`config.mk`:
```
export PLATFORM = sky130hd
export DESIGN_NAME = fp_add_seq
export DESIGN_NICKNAME = d
export VERILOG_FILES = /design/src/rtl/fp_add_seq.sv
export SDC_FILE = /design/constraint.sdc
export NUM_CORES = 1
export LEC_CHECK = 0
export BUFFER_PORTS_ARGS = -buffer_cell sky130_fd_sc_hd__buf_2
export CAP_MARGIN = 10
export CORE_MARGIN = 2
export CORE_UTILIZATION = 45
export DETAILED_ROUTE_END_ITERATION = 8
export GPL_TIMING_DRIVEN = 0
export SYNTH_ARGS = -nofsm -noshare
export SYNTH_HDL_FRONTEND = slang
export SYNTH_SLANG_ARGS = --single-unit
```
`constraint.sdc`:
```
create_clock -name clk -period 3.9 [get_ports clk]
set_input_delay 0.39 -clock clk [delete_from_list [all_inputs] [get_ports clk]]
set_output_delay 0.39 -clock clk [all_outputs]
set_load 0.05 [all_outputs]
```
`src/rtl/fp_add_seq.sv`:
```
`default_nettype none
// ============================================================================
// Module   : fp_add_seq
// Brief    : Multi-cycle adder for the 13-bit sign/4-bit exp/8-bit frac format.
//            Optional subtract port enabled by macro FP_ADD_SUB_EN.
// Revision : 1.0
// ============================================================================
module fp_add_seq (
    input  logic        clk,
    input  logic        reset_n,
    input  logic        start,
    input  logic [12:0] a,
    input  logic [12:0] b,
`ifdef FP_ADD_SUB_EN
    input  logic        op,
`endif
    output logic        ready,
    output logic        done,
    output logic [12:0] result,
    output logic        ovf,
    output logic        ufl
);

    typedef enum logic [2:0] {
        S_IDLE  = 3'd0,
        S_ALIGN = 3'd1,
        S_ADD   = 3'd2,
        S_NORM  = 3'd3,
        S_DONE  = 3'd4
    } state_t;

    state_t      state_q, state_d;
    logic        sx_q, sx_d;
    logic        sy_q, sy_d;
    logic [3:0]  ex_q, ex_d;
    logic [3:0]  diff_q, diff_d;
    logic [7:0]  fx_q, fx_d;
    logic [7:0]  fy_q, fy_d;
    logic        wovf_q, wovf_d;
    logic        wufl_q, wufl_d;
    logic [12:0] result_q, result_d;
    logic        ovf_q, ovf_d;
    logic        ufl_q, ufl_d;
    logic        done_q, done_d;

    logic        b_sign;
    logic        a_ge_b;
    logic [8:0]  sum;

`ifdef FP_ADD_SUB_EN
    assign b_sign = b[12] ^ op;
`else
    assign b_sign = b[12];
`endif

    // Magnitude compare ignores sign so the subtraction in ADD never goes negative.
    assign a_ge_b = (a[11:0] >= b[11:0]);
    assign sum    = (sx_q == sy_q) ? ({1'b0, fx_q} + {1'b0, fy_q})
                                   : ({1'b0, fx_q} - {1'b0, fy_q});

    always_comb begin
        state_d  = state_q;
        sx_d     = sx_q;
        sy_d     = sy_q;
        ex_d     = ex_q;
        diff_d   = diff_q;
        fx_d     = fx_q;
        fy_d     = fy_q;
        wovf_d   = wovf_q;
        wufl_d   = wufl_q;
        result_d = result_q;
        ovf_d    = ovf_q;
        ufl_d    = ufl_q;
        done_d   = 1'b0;

        case (state_q)
            S_IDLE: begin
                if (start) begin
                    if (a_ge_b) begin
                        sx_d   = a[12];
                        ex_d   = a[11:8];
                        fx_d   = a[7:0];
                        sy_d   = b_sign;
                        fy_d   = b[7:0];
                        diff_d = a[11:8] - b[11:8];
                    end else begin
                        sx_d   = b_sign;
                        ex_d   = b[11:8];
                        fx_d   = b[7:0];
                        sy_d   = a[12];
                        fy_d   = a[7:0];
                        diff_d = b[11:8] - a[11:8];
                    end
                    wovf_d  = 1'b0;
                    wufl_d  = 1'b0;
                    state_d = S_ALIGN;
                end
            end
            S_ALIGN: begin
                if ((diff_q == 4'd0) || (fy_q == 8'd0)) begin
                    state_d = S_ADD;
                end else begin
                    fy_d   = fy_q >> 1;
                    diff_d = diff_q - 4'd1;
                end
            end
            S_ADD: begin
                if (sum[8]) begin
                    if (ex_q != 4'hF) begin
                        fx_d = sum[8:1];
                        ex_d = ex_q + 4'd1;
                    end else begin
                        fx_d   = 8'hFF;
                        ex_d   = 4'hF;
                        wovf_d = 1'b1;
                    end
                end else begin
                    fx_d = sum[7:0];
                end
                state_d = S_NORM;
            end
            S_NORM: begin
                if (fx_q == 8'd0) begin
                    sx_d    = 1'b0;
                    ex_d    = 4'd0;
                    state_d = S_DONE;
                end else if (fx_q[7]) begin
                    state_d = S_DONE;
                end else if (ex_q == 4'd0) begin
                    sx_d    = 1'b0;
                    fx_d    = 8'd0;
                    wufl_d  = 1'b1;
                    state_d = S_DONE;
                end else begin
                    fx_d = fx_q << 1;
                    ex_d = ex_q - 4'd1;
                end
            end
            S_DONE: begin
                result_d = {sx_q, ex_q, fx_q};
                ovf_d    = wovf_q;
                ufl_d    = wufl_q;
                done_d   = 1'b1;
                state_d  = S_IDLE;
            end
            default: state_d = S_IDLE;
        endcase
    end

    always_ff @(posedge clk or negedge reset_n) begin
        if (!reset_n) begin
            state_q  <= S_IDLE;
            sx_q     <= 1'b0;
            sy_q     <= 1'b0;
            ex_q     <= 4'd0;
            diff_q   <= 4'd0;
            fx_q     <= 8'd0;
            fy_q     <= 8'd0;
            wovf_q   <= 1'b0;
            wufl_q   <= 1'b0;
            result_q <= 13'd0;
            ovf_q    <= 1'b0;
            ufl_q    <= 1'b0;
            done_q   <= 1'b0;
        end else begin
            state_q  <= state_d;
            sx_q     <= sx_d;
            sy_q     <= sy_d;
            ex_q     <= ex_d;
            diff_q   <= diff_d;
            fx_q     <= fx_d;
            fy_q     <= fy_d;
            wovf_q   <= wovf_d;
            wufl_q   <= wufl_d;
            result_q <= result_d;
            ovf_q    <= ovf_d;
            ufl_q    <= ufl_d;
            done_q   <= done_d;
        end
    end

    assign ready  = (state_q == S_IDLE);
    assign done   = done_q;
    assign result = result_q;
    assign ovf    = ovf_q;
    assign ufl    = ufl_q;

endmodule
`default_nettype wire
```
# ---- Word-level counts from Yosys, hierarchy flattened
# Index checks and enable logic that the tools add are counted.
dict set report word_totals {
  elab_cells 106
  inputBits 29
  reg_bits 47
}
dict set report op_classes {
  n_mux 47
  n_lt_le_gt_ge 1
  addsub 7
  reduce_logical 19
  eq_ne 18
}
# cell count
set op_table {}
lappend op_table {{$mux W8} 9}
lappend op_table {{$mux W4} 10}
lappend op_table {{$pmux W8 S3} 1}
lappend op_table {{$logic_not A8 Y1} 2}
lappend op_table {{$ne A2 B2 Y1 const B} 8}
lappend op_table {{$pmux W8 S2} 1}
lappend op_table {{$mux W3} 5}
lappend op_table {{$mux W1} 13}
lappend op_table {{$ge A12 B12 Y1} 1}
lappend op_table {{$pmux W3 S4} 1}
lappend op_table {{$pmux W4 S3} 1}
lappend op_table {{$reduce_and A4 Y1} 3}
lappend op_table {{$reduce_and A5 Y1} 2}
lappend op_table {{$add A8 B8 Y9} 1}
lappend op_table {{$mux W9} 1}
lappend op_table {{$ne A3 B3 Y1 const B} 3}
lappend op_table {{$reduce_and A3 Y1} 3}
lappend op_table {{$sub A8 B8 Y9} 1}
lappend op_table {{$logic_not A4 Y1} 2}
lappend op_table {{$ne A4 B4 Y1 const B} 2}
lappend op_table {{$pmux W4 S2} 1}
lappend op_table {{$sub A4 B1 Y4 const B} 2}
lappend op_table {{$sub A4 B4 Y4} 2}
lappend op_table {{$mux W7} 1}
lappend op_table {{11 further kinds} 16}

# ---- Logic depth before layout (Yosys ltp)
dict set report logic_depth {
  word_depth 5
  ltp_mapped 13
  mapped_depth_nobuf 12
}

# ---- Worst setup path after synthesis
# No wires, ideal clock.
dict set report synth_timing {
  kind {register to register}
  from {register sy_q}
  to {register ex_q[2]}
  stages_incl_launch_ff 10
  arrival_ns 2.956
  slack_ns 0.816
  required_ns 3.772
  synth_period_minus_slack_ns 3.084
  path_cell_list {dfrtp_1 > xnor2_1 > mux2_2 > fa_1 > a211oi_1 > o21a_1 > o21ai_1 > xor2_2 > o21ai_1 > mux2_1}
}
dict set report synth_via {
  elab_chain_len 4
}
# element line_no
set synth_rtl {}
lappend synth_rtl {{from (decl)} 34} ;# logic sy_q, sy_d;
lappend synth_rtl {{from (signal assigned)} 168} ;# sy_q <= sy_d;
lappend synth_rtl {{$eq A1 B1 Y1} 58} ;# assign sum = (sx_q == sy_q) ? ({1'b0, fx_q} + {1'b0, fy_q})
lappend synth_rtl {{$mux W9} 58}
lappend synth_rtl {{$ne A2 B2 Y1 (no line)} --}
lappend synth_rtl {{$reduce_and A5 Y1 (no line)} --}
lappend synth_rtl {{to (signal assigned)} 155} ;# ex_q <= 4'd0;
lappend synth_rtl {{to (signal assigned)} 169} ;# ex_q <= ex_d;
lappend synth_rtl {{to (decl)} 35} ;# logic [3:0] ex_q, ex_d;
# No other way between the ends.
# A chain may end at the register's enable or synchronous reset.

# ---- Worst setup path after layout
dict set report layout_timing {
  from {register sx_q}
  to {register ex_q[2]}
}
dict set report layout_via {
  elab_chain_len 4
}
# element line_no
set layout_rtl {}
lappend layout_rtl {{from (decl)} 33} ;# logic sx_q, sx_d;
lappend layout_rtl {{from (signal assigned)} 153} ;# sx_q <= 1'b0;
lappend layout_rtl {{from (signal assigned)} 167} ;# sx_q <= sx_d;
lappend layout_rtl {{$eq A1 B1 Y1} 58}
lappend layout_rtl {{$mux W9} 58}
lappend layout_rtl {{$ne A2 B2 Y1 (no line)} --}
lappend layout_rtl {{$reduce_and A5 Y1 (no line)} --}
# No other way between the ends.

==> report_table.html <==
<table>
<tr><th>Metric</th><th>Value</th></tr>
<tr><th colspan="2">Synth</th></tr>
<tr><td>Top flip-flop cell by instance count after synthesis</td><td>dfrtp_1</td></tr>
<tr><td>Flops &amp; latches, synth</td><td>47</td></tr>
<tr><td>Sequential share of the synthesized area</td><td>32.8%</td></tr>
<tr><td>Yosys warning count</td><td>0</td></tr>
<tr><td>Top cells by area, synth</td><td>dfrtp_1 (33%), ha_1 (9.8%), mux2_2 (6.9%)</td></tr>
<tr><td>Proportion of netlist area held by the largest area contributor</td><td>32.8%</td></tr>
<tr><td>Mean cell area of the mapped netlist</td><td>9.15 um^2</td></tr>
<tr><td>Fraction of registers with async set or reset after synthesis</td><td>100%</td></tr>
<tr><td>Post-synthesis instance area</td><td>3590 um^2</td></tr>
<tr><td>Net count of the mapped netlist</td><td>452</td></tr>
<tr><td>Post-synth EDFFs</td><td>0</td></tr>
<tr><td>Synth area leader</td><td>dfrtp_1</td></tr>
<tr><td>Synth cell types</td><td>55</td></tr>
<tr><td>Post-synthesis cell count</td><td>392</td></tr>
<tr><th colspan="2">Finish</th></tr>
<tr><td>Finished Core Util</td><td>52.8%</td></tr>
<tr><td>Net total in the final layout</td><td>505</td></tr>
<tr><td>Area added between synthesis and finish</td><td>13.7%</td></tr>
<tr><td>Share of final-layout standard cells stronger than drive strength 1</td><td>20.6%</td></tr>
<tr><td>Diode count</td><td>0</td></tr>
<tr><td>Layout Cell Area excl Fill</td><td>4080 um^2</td></tr>
<tr><th colspan="2">Detailed routing</th></tr>
<tr><td>Routed wirelength normalized by instance count</td><td>15.7 um</td></tr>
<tr><td>Number of search-and-repair iterations in the first detailed-routing pass</td><td>6</td></tr>
<tr><td>Routed wire length</td><td>8630 um</td></tr>
<tr><td>Met2 routed wirelength</td><td>4090 um</td></tr>
<tr><td>Uppermost routed layer</td><td>met4</td></tr>
<tr><td>Routed length on met3</td><td>358 um</td></tr>
<tr><td>Number of vias per cell after detailed routing</td><td>5.58</td></tr>
<tr><td>Metal-1 WL</td><td>4060 um</td></tr>
<tr><td>Total vias in the final route</td><td>3,057</td></tr>
<tr><td>Drt first-iter violations</td><td>160</td></tr>
<tr><td>DR DRC count</td><td>0</td></tr>
<tr><td>Post-route antenna net violation count</td><td>0</td></tr>
<tr><th colspan="2">Outcome</th></tr>
<tr><td>Run status</td><td>complete, no violations</td></tr>
<tr><th colspan="2">STA</th></tr>
<tr><td>Setup TNS Final</td><td>0 ps</td></tr>
<tr><td>Max Clock Freq</td><td>295 MHz</td></tr>
<tr><td>RSZ-0062 raised after global routing</td><td>no</td></tr>
<tr><td>Rel. slew slack</td><td>55.2%</td></tr>
<tr><td>Number of max-slew violations in the final report</td><td>0</td></tr>
<tr><td>Final worst-path setup slack</td><td>509 ps</td></tr>
<tr><td>Final Skew</td><td>5.52 ps</td></tr>
<tr><td>Final-report hold violation count</td><td>0</td></tr>
<tr><td>Period minus WS final</td><td>3390 ps</td></tr>
<tr><td>Final setup viols</td><td>0</td></tr>
<tr><td>Least-Margin Pin Slew</td><td>669 ps</td></tr>
<tr><td>Period utilization</td><td>86.9%</td></tr>
<tr><th colspan="2">Critical path</th></tr>
<tr><td>Arrival time reported for the critical path endpoint</td><td>3580 ps</td></tr>
<tr><td>Startpoint class of the critical path</td><td>flip-flop</td></tr>
<tr><td>Category of the worst setup path capture point</td><td>flip-flop</td></tr>
<tr><td>Setup CP Type</td><td>flip-flop to flip-flop</td></tr>
<tr><td>Required time worst endpoint</td><td>4090 ps</td></tr>
<tr><td>CP max FO</td><td>8</td></tr>
<tr><td>Number of cells on the worst reg-to-reg path</td><td>9</td></tr>
<tr><th colspan="2">Place</th></tr>
<tr><td>Detailed placement HPWL</td><td>6680 um</td></tr>
<tr><td>Pre-CTS worst setup slack</td><td>330 ps</td></tr>
<tr><td>Global placement routability congestion</td><td>0.826</td></tr>
<tr><td>Buffers added on ports</td><td>45</td></tr>
<tr><td>Standard cell area after detailed placement</td><td>3940 um^2</td></tr>
<tr><th colspan="2">Clocking</th></tr>
<tr><td>CTS Root Buffer Type</td><td>clkbuf_8</td></tr>
<tr><td>Number of sinks on the clock net</td><td>47</td></tr>
<tr><td>Clock buffer count from CTS</td><td>5</td></tr>
<tr><td>Count of hold-fix buffers inserted at cts</td><td>0</td></tr>
<tr><td>H-tree Lvls</td><td>2</td></tr>
<tr><td>CTS Buffer Depth</td><td>2</td></tr>
<tr><td>Clock insertion delay at the later pin of the skew report</td><td>300 ps</td></tr>
<tr><td>Clock-pin transition on the worst setup and hold timing paths</td><td>90 ps</td></tr>
<tr><td>Clock tree from TritonCTS</td><td>done</td></tr>
<tr><th colspan="2">GRT</th></tr>
<tr><td>Number of global-route vias before repair</td><td>2,971</td></tr>
<tr><td>Antenna violations before repair</td><td>0</td></tr>
<tr><td>Wire length of the first global-routing pass</td><td>14,500 um</td></tr>
<tr><td>Total congestion overflow after global routing</td><td>0</td></tr>
<tr><td>Largest net degree at the start of global routing</td><td>48</td></tr>
<tr><td>Global Route Usage Sum</td><td>21.0%</td></tr>
<tr><th colspan="2">Die</th></tr>
<tr><td>IO Pins</td><td>46</td></tr>
<tr><td>Starting density of the core</td><td>46.4%</td></tr>
<tr><td>Site Rows</td><td>32</td></tr>
<tr><td>Overall die height</td><td>93.3 um</td></tr>
<tr><td>Horizontal die dimension</td><td>93.3 um</td></tr>
<tr><td>Placeable core region</td><td>7730 um^2</td></tr>
<tr><td>DIE AREA</td><td>8700 um^2</td></tr>
<tr><th colspan="2">Job</th></tr>
<tr><td>Max-cap violations</td><td>0</td></tr>
<tr><th colspan="2">Min path</th></tr>
<tr><td>Type of the worst min-delay path</td><td>primary input to asynchronous set/reset pin</td></tr>
</table>
[cells in the final DEF (no fill, tap or decap), drive strengths merged, types with 3 or more instances in the layout]
cell	instances
nand2	24
mux2	25
xor2	9
o21bai	3
mux2i	15
nor3b	3
a21o	14
buf	53
nand3	5
fa	3
o22ai	6
nor4	4
a221oi	5
o21ai	25
o31ai	3
ha	28
nand2b	3
xnor2	7
a31oi	5
nor3	9
nor2	31
a211oi	4
clkbuf	14
a21oi	38
nor2b	5
inv	28
o211ai	7
dfrtp	47
[worst max-delay path, cell delays in order, from the launching register on]
cell and delay (ps):
dfrtp_1 450, xnor2_2 370, mux2_2 410, fa_1 460, a211oi_1 250, o21a_1 190, o21ai_1 100, xor2_2 220
o21ai_1 460, mux2_1 370
[synthesized netlist by cell type (all sizes together) (4+ instances only)]
cell,instances
o21ai,25
o22ai,6
a211oi,4
xor2,9
buf,7
nor2,31
nor4,4
mux2i,15
nor3,9
a221oi,5
o211ai,7
ha,28
mux2,25
inv,28
nand3,5
a31oi,5
nor2b,5
clkbuf,9
a21oi,38
a21o,14
dfrtp,47
nand2,24
xnor2,7
[metrics by stage]
step,hold slack [ps],cells
after floorplan,94.4,392
after global placement,473,539
after detailed placement,480,539
after CTS,309,547
after global routing,27.3,548
final,5.77,548
[logic make-up after synthesis]
logic type      after synthesis  synth area share (%)
compound gates              121                  21.8
xor+xnor                     16                  4.12
fa+ha+maj                    31                  11.4
buf+inv                      44                  5.37
flops                        47                  32.8
mux                          40                  12.0
simple gates                 93                  12.4
[state kept, by name, indices dropped and copies added (netlist names), 3 cells and up]
register,cells
diff_q,4
ex_q,4
fx_q,8
fy_q,8
result,13
state_q,3
[per-layer routing]
layer | vias to the layer above | track usage [%]
met5 | - | 0
met4 | 0 | 5.15
met3 | 9 | 2.82
met2 | 69 | 34.6
met1 | 1460 | 29.1
li1 | 1519 | -
[what timing repair did]
action	4_1_cts	5_1_grt
resized for setup	0	1
setup endpoints to repair	0	1
buffers inserted	0	0
[path summary, 6_finish.rpt]
path | slack, ps | endpoint | startpoint
min in group clk | 320 | state_q[0] | start
hold / removal | 6 | ex_q[0] | reset_n
setup reg to reg | 510 | ex_q[2] | sx_q
setup / recovery | 510 | ex_q[2] | sx_q
max in group asynchronous | 3390 | result[5] | reset_n
hold reg to reg | 500 | wufl_q | wufl_q
[final cells by class]
| cell class | instances | area [um^2] |
|---|---|---|
| Fill cell | 747 | 3650 |
| Tap cell | 102 | 128 |
| Clock buffer | 5 | 68.8 |
| Multi-Input combinational cell | 301 | 2230 |
| Sequential cell | 47 | 1180 |
| Buffer | 16 | 87.6 |
| Clock inverter | 3 | 43.8 |
| Inverter | 28 | 105 |
| Timing Repair Buffer | 46 | 245 |
Power is left out: the tool's default activity adds up to more than one toggle a clock period on the data nets, which glitch-free logic cannot reach.
